==> src/rtl/icache_pkg.sv <==
// Shared types and constants for the instruction cache and its line store.
package icache_pkg;

  typedef logic [31:0] ADDR_TYPE;
  typedef logic [31:0] INST_TYPE;

  localparam logic TRUE  = 1'b1;
  localparam logic FALSE = 1'b0;

  localparam ADDR_TYPE ADDR_RESET = 32'h0000_0000;
  localparam INST_TYPE INST_RESET = 32'h0000_0000;

  typedef enum logic {
    IDLE = 1'b0,
    MISS = 1'b1
  } ICACHE_STATE_TYPE;

endpackage

==> src/rtl/icache_line_store.sv <==
// Valid/tag/data arrays of the direct-mapped instruction cache.
// Combinational lookup, synchronous fill; reset clears only the valid bits.
module icache_line_store
  import icache_pkg::*;
#(
  parameter int INDEX_BITS = 6
) (
  input  logic                    clk_in,
  input  logic                    rst_in,
  input  logic                    rdy_in,
  input  logic [INDEX_BITS-1:0]   rd_index,
  input  logic [29-INDEX_BITS:0]  rd_tag,
  output logic                    rd_hit,
  output logic [31:0]             rd_data,
  input  logic                    wr_en,
  input  logic [INDEX_BITS-1:0]   wr_index,
  input  logic [29-INDEX_BITS:0]  wr_tag,
  input  logic [31:0]             wr_data
);

  localparam int LINES    = 1 << INDEX_BITS;
  localparam int TAG_BITS = 30 - INDEX_BITS;

  logic [LINES-1:0]    valid;
  logic [TAG_BITS-1:0] tags [LINES];
  INST_TYPE            data [LINES];

  always_ff @(posedge clk_in) begin
    if (rst_in) begin
      valid <= '0;
    end else if (rdy_in && wr_en) begin
      valid[wr_index] <= TRUE;
    end
  end

  // Tag and data need no reset: they are meaningless while valid is clear.
  always_ff @(posedge clk_in) begin
    if (!rst_in && rdy_in && wr_en) begin
      tags[wr_index] <= wr_tag;
      data[wr_index] <= wr_data;
    end
  end

  assign rd_hit  = valid[rd_index] && (tags[rd_index] == rd_tag);
  assign rd_data = data[rd_index];

endmodule

==> src/rtl/icache.sv <==
// Direct-mapped instruction cache: one-cycle hits, single-word fills from the
// memory controller fetch port on a miss, with flush-tolerant response discard.
module icache
  import icache_pkg::*;
#(
  parameter int INDEX_BITS = 6
) (
  input  logic        clk_in,
  input  logic        rst_in,
  input  logic        rdy_in,
  input  logic        req_from_fetcher,
  input  logic [31:0] pc_from_fetcher,
  input  logic        clear_from_rob,
  output logic        done_to_fetcher,
  output logic [31:0] inst_to_fetcher,
  output logic        busy_to_fetcher,
  output logic        enable_to_mem,
  output logic [31:0] address_to_mem,
  input  logic        end_from_mem,
  input  logic [31:0] inst_from_mem
);

  localparam int TAG_BITS = 30 - INDEX_BITS;

  // Memory handshake: enable_to_mem/address_to_mem are held as a level from
  // the miss until the cycle end_from_mem pulses; inst_from_mem is valid only
  // in that cycle. done_to_fetcher is a one-cycle pulse qualifying inst.
  ICACHE_STATE_TYPE state, state_next;
  logic             enable_next;
  ADDR_TYPE         address_next;
  logic             done_next;
  INST_TYPE         inst_next;
  logic             discard, discard_next;
  logic             fill;

  ADDR_TYPE            pc_aligned;
  logic                hit;
  INST_TYPE            hit_data;

  assign pc_aligned = pc_from_fetcher & 32'hFFFF_FFFC;

  icache_line_store #(
    .INDEX_BITS(INDEX_BITS)
  ) u_line_store (
    .clk_in   (clk_in),
    .rst_in   (rst_in),
    .rdy_in   (rdy_in),
    .rd_index (pc_aligned[INDEX_BITS+1:2]),
    .rd_tag   (pc_aligned[31:INDEX_BITS+2]),
    .rd_hit   (hit),
    .rd_data  (hit_data),
    .wr_en    (fill),
    .wr_index (address_to_mem[INDEX_BITS+1:2]),
    .wr_tag   (address_to_mem[31:31-TAG_BITS+1]),
    .wr_data  (inst_from_mem)
  );

  always_comb begin
    state_next   = state;
    enable_next  = enable_to_mem;
    address_next = address_to_mem;
    done_next    = FALSE;
    inst_next    = inst_to_fetcher;
    discard_next = discard;
    fill         = FALSE;
    case (state)
      IDLE: begin
        if (req_from_fetcher && !clear_from_rob) begin
          if (hit) begin
            done_next = TRUE;
            inst_next = hit_data;
          end else begin
            enable_next  = TRUE;
            address_next = pc_aligned;
            state_next   = MISS;
          end
        end
      end
      MISS: begin
        if (end_from_mem) begin
          // The fill is kept even when discarded: the word is still correct.
          fill         = TRUE;
          enable_next  = FALSE;
          discard_next = FALSE;
          state_next   = IDLE;
          if (!discard && !clear_from_rob) begin
            done_next = TRUE;
            inst_next = inst_from_mem;
          end
        end else if (clear_from_rob) begin
          discard_next = TRUE;
        end
      end
      default: state_next = IDLE;
    endcase
  end

  always_ff @(posedge clk_in) begin
    if (rst_in) begin
      state           <= IDLE;
      enable_to_mem   <= FALSE;
      address_to_mem  <= ADDR_RESET;
      done_to_fetcher <= FALSE;
      inst_to_fetcher <= INST_RESET;
      discard         <= FALSE;
    end else if (rdy_in) begin
      state           <= state_next;
      enable_to_mem   <= enable_next;
      address_to_mem  <= address_next;
      done_to_fetcher <= done_next;
      inst_to_fetcher <= inst_next;
      discard         <= discard_next;
    end
  end

  assign busy_to_fetcher = (state != IDLE);

endmodule
==> config.mk <==
export PLATFORM = sky130hd
export DESIGN_NAME = icache
export DESIGN_NICKNAME = d
export VERILOG_FILES = /design/src/rtl/icache_pkg.sv /design/src/rtl/icache_line_store.sv /design/src/rtl/icache.sv
export SDC_FILE = /design/constraint.sdc
export NUM_CORES = 2
export LEC_CHECK = 0
export ABC_AREA = 1
export ABC_CLOCK_PERIOD_IN_PS = 10700
export BUFFER_PORTS_ARGS = -buffer_cell sky130_fd_sc_hd__buf_4
export CORE_ASPECT_RATIO = 1.75
export CORE_MARGIN = 2
export CORE_UTILIZATION = 43
export CTS_BUF_LIST = sky130_fd_sc_hd__clkbuf_16
export DETAILED_ROUTE_END_ITERATION = 16
export PLACE_DENSITY_LB_ADDON = 0.3
export SETUP_SLACK_MARGIN = 0.3
export SYNTH_ARGS = -nofsm -noshare
export SYNTH_HDL_FRONTEND = slang
export SYNTH_HIERARCHICAL = 1
export SYNTH_SLANG_ARGS = --single-unit
export TNS_END_PERCENT = 20
==> constraint.sdc <==
create_clock -name clk_in -period 10.7 [get_ports clk_in]
set_input_delay 2.14 -clock clk_in [delete_from_list [all_inputs] [get_ports clk_in]]
set_output_delay 2.14 -clock clk_in [all_outputs]
set_load 0.03 [all_outputs]
==> impl_metrics.yaml <==
run_status:
  status: "finished, final reports clean"
cts:
  postCtsResizedCells: 0
  clkSlewWorstSetupHoldPaths_ns: 0.06
  cts_inserted_buffers: 317
  clockBufferDepth: 4
  cts_setup_buffers: 0
  ctsHoldBuffers: 0
  root_buffer: "clkbuf_16"
  clk_latency_ns: 0.93
  cts_max_level: 5
  cts.sink_count: 3714
  cts_tree: "built"
synth:
  synth_area_mm2: 0.147
  synth.distinct_cells: 33
  synthMuxAreaShare_pct: 0
  avgSynthCellArea_um2: 12.5
  synth-compound-area-share_pct: 8.12
  synthFlopType: "edfxtp_1"
  yosys.area.top_type: "edfxtp_1"
  synth_commonest_cells: "edfxtp_1, nand2_1, nor2_1"
  synth_top_family_by_area: "simple AND/OR/NAND/NOR gates"
  async_flop_share_pct: 0
  ys_warn_count: 6
  synthAdderAreaFrac_pct: 0
  synth_xor_area_share_pct: 0
  synth_area_leaders: "edfxtp_1, nand3_1, nand2_1"
  yosysTopAreaCellShare_pct: 73.0
  ys_seq_elements: 3714
  ys_seq_area_share_pct: 74.7
  synth-edff-count: 3584
  syn_inst: 11800
  synth.most_common_cell: "edfxtp_1"
  synth-simple-area-share_pct: 14.0
sta:
  rsz0062_at_grt: "no"
  hold_viol_final: 0
  slew_viol_final: 0
  hold_ws_ns: 0.463
  period_needed_ns: 7.07
  finalCritPeriodShare_pct: 66.1
  setup_viol: 0
  clock_skew_ns: 0.0614
  slew_headroom_pct: 10.7
  worst_pin_slew_ns: 1.34
  max_freq_mhz: 141
  tns_ns: 0
worst_setup_path:
  required_ns: 11.48
  worst-path-buf-inv: 6
  critPathTopFamily: "simple AND/OR/NAND/NOR gates"
  crit_path_end_kind: "flop"
  crit_type: "primary input to flop"
  path_common_cell: "nand2_1"
  timing.critical_path.from: "pc_from_fetcher[2]"
  reg2reg_from: "u_line_store/tags[16][15]"
  crit_slowest_cell: "buf_4"
  worstPathArrival_ns: 7.86
  max_stage_delay_ns: 0.82
  worstPathCellList: "buf_12 -> inv_16 -> buf_4 -> buf_4 -> nand2_1 -> nand3_1 -> nand3_1 -> nand2_1 -> nand2_1 -> nand2_1 -> nand2_1 -> nand3_1 -> nand3_1 -> nand2_1 -> nand2_1 -> nor2_1 -> nand3_1 -> nor2_1 -> nor2_1 -> nand2_2 -> inv_2 -> buf_4 -> nor2_1 -> nor2_1"
  path_max_fanout: 157
  cp-start-kind: "primary input"
cells_and_area:
  n_fill_cell: 29400
  nNetsFinal: 11700
  drive_gt1_share_pct: 7.94
  syn2layout_area_growth_pct: 10.5
global_route:
  grt_pass1_vias: 95700
  track_usage_pct: 26.9
  grt_pass1_wl_um: 673000
  grt_max_degree: 240
  globalRouteOverflowTotal: 0
  antenna_found_initial: 25
power_and_ir_drop:
  seq_power_share_pct: 54.3
  p_sw_share_pct: 22.3
  power_frac_comb_pct: 5.8
  p_int_w: 0.0228
  powerDensity_mw_per_mm2: 180
  vdd_drop_max_mv: 0.130
  switchingPower_w: 0.00656
  p_leak_nw: 53.3
  clockPowerShare_pct: 39.9
floorplan:
  core_area_mm2: 0.341
  dieArea_mm2: 0.348
  start_util_pct: 43.2
  ioPinCount: 137
  row_count: 284
  die_w_um: 447
  die_h_um: 779
detailed_routing:
  drtAntennaViolNets: 0
  wl_per_cell_um: 29.2
  first_iter_violations: 13200
  via_count: 101000
  drt-vias-per-instance: 6.11
  firstDrtPassIters: 8
  routed_wl_um: 481000
  drc: 0
placed_design:
  dpl.hpwl_um: 237000
  gp_congestion: 0.804
  port-buffer-count: 132
min_path:
  hold_start: "discard"
  min_path_type: "flop to flop"
job:
  drv_cap: 0
path summary, 6_finish.rpt:
| kind | endpoint | slack [ns] | depth (start not counted) |
|---|---|---|---|
| worst min-delay path | discard | 0.46 | 2 |
| worst max register to register | address_to_mem[22] | 6.40 | 19 |
| worst min register to register | discard | 0.46 | 2 |
| worst max-delay path | address_to_mem[22] | 3.63 | 24 |
worst register-to-register path, stage by stage, from the launching register on:
cell      delay, ns
edfxtp_1       0.38
nand2_1        0.09
nand3_1        0.09
nand3_1        0.12
nand3_1        0.11
nand3_1        0.19
nand3_1        0.22
nand3b_1       0.19
nand2_1        0.06
nor2_1         0.50
nand2_1        0.25
nor2_1         0.15
nand2_1        0.07
nor2_1         0.33
nor2_1         0.11
nand2_2        0.51
inv_2          0.18
buf_4          0.32
nor2_1         0.24
nor2_1         0.06
layer usage:
metal	global-route usage (%)	up-vias	routed length (µm)
li1	-	42600	-
met1	32.3	50500	168000
met2	45.8	6090	236000
met3	4.43	1391	46800
met4	15.0	4	30500
met5	0	-	27
layout by cell type, fill, tap and decap left out, drive strengths merged:
master | synthesis | final
o32ai | 29 | 29
nor2 | 1543 | 1543
clkinvlp | 0 | 18
inv | 101 | 171
nand2 | 1834 | 1834
and2 | 32 | 32
o221ai | 2 | 2
o211ai | 2 | 2
nand3 | 1522 | 1522
bufinv | 0 | 35
conb | 1 | 2
a31oi | 4 | 4
o22ai | 702 | 702
a21oi | 71 | 71
clkinv | 2 | 108
edfxtp | 3584 | 3584
or2 | 2 | 2
buf | 494 | 376
nand3b | 13 | 13
dfxtp | 130 | 130
o21ai | 1374 | 1374
diode | 0 | 10
nor3 | 1 | 1
clkbuf | 361 | 332
power groups by stage:
stage,sequential [W],combinational (W),clock (W)
final,0.0160,0.00170,0.0117
after global routing,0.0159,0.00183,0.0124
after CTS,0.0160,0.00168,0.0119
after detailed placement,0.0163,0.00167,0
after global placement,0.0163,0.00163,0
after floorplan,0.0163,0.000997,0
logic make-up (layout without fill, tap and decap cells):
kind of cell / count (synthesis) / count (layout)
AOI/OAI and AO/OA: 2184 / 2184
buffers and inverters: 958 / 1040
and+or+nand+nor: 4947 / 4947
other: 1 / 12
DFF: 3714 / 3714
per-stage QoR:
stage                     utilization (%)  std cells  power, W  worst slack (ns)  area, µm²
final                                47.7      16500    0.0294              3.63     163000
after global routing                 47.7      16500    0.0302              3.53     163000
after CTS                            47.7      16500    0.0295              3.93     163000
after detailed placement             44.7      15900    0.0179              2.98     153000
after global placement               44.7      15900    0.0179              2.94     153000
after floorplan                         -      11800    0.0173              4.90     147000
final cells by class:
type,instances,area (µm²),area share [%]
Antenna cell,10,25.0,0.0154
Inverter,103,443,0.272
Clock inverter,229,2050,1.26
Clock buffer,332,8310,5.10
Timing Repair Buffer,376,3110,1.91
Tap cell,4576,5730,3.51
Sequential cell,3714,110000,67.6
Multi-Input combinational cell,7133,33100,20.3
registers in the layout (all words and copies together), names as in the netlist:
signal	flops
u_line_store/data	2048
u_line_store/tags	1536
u_line_store/valid	64
inst_to_fetcher	32
address_to_mem	30
busy_to_fetcher	1
discard	1
done_to_fetcher	1
enable_to_mem	1
No activity file was read; power rests on OpenSTA's default activity.
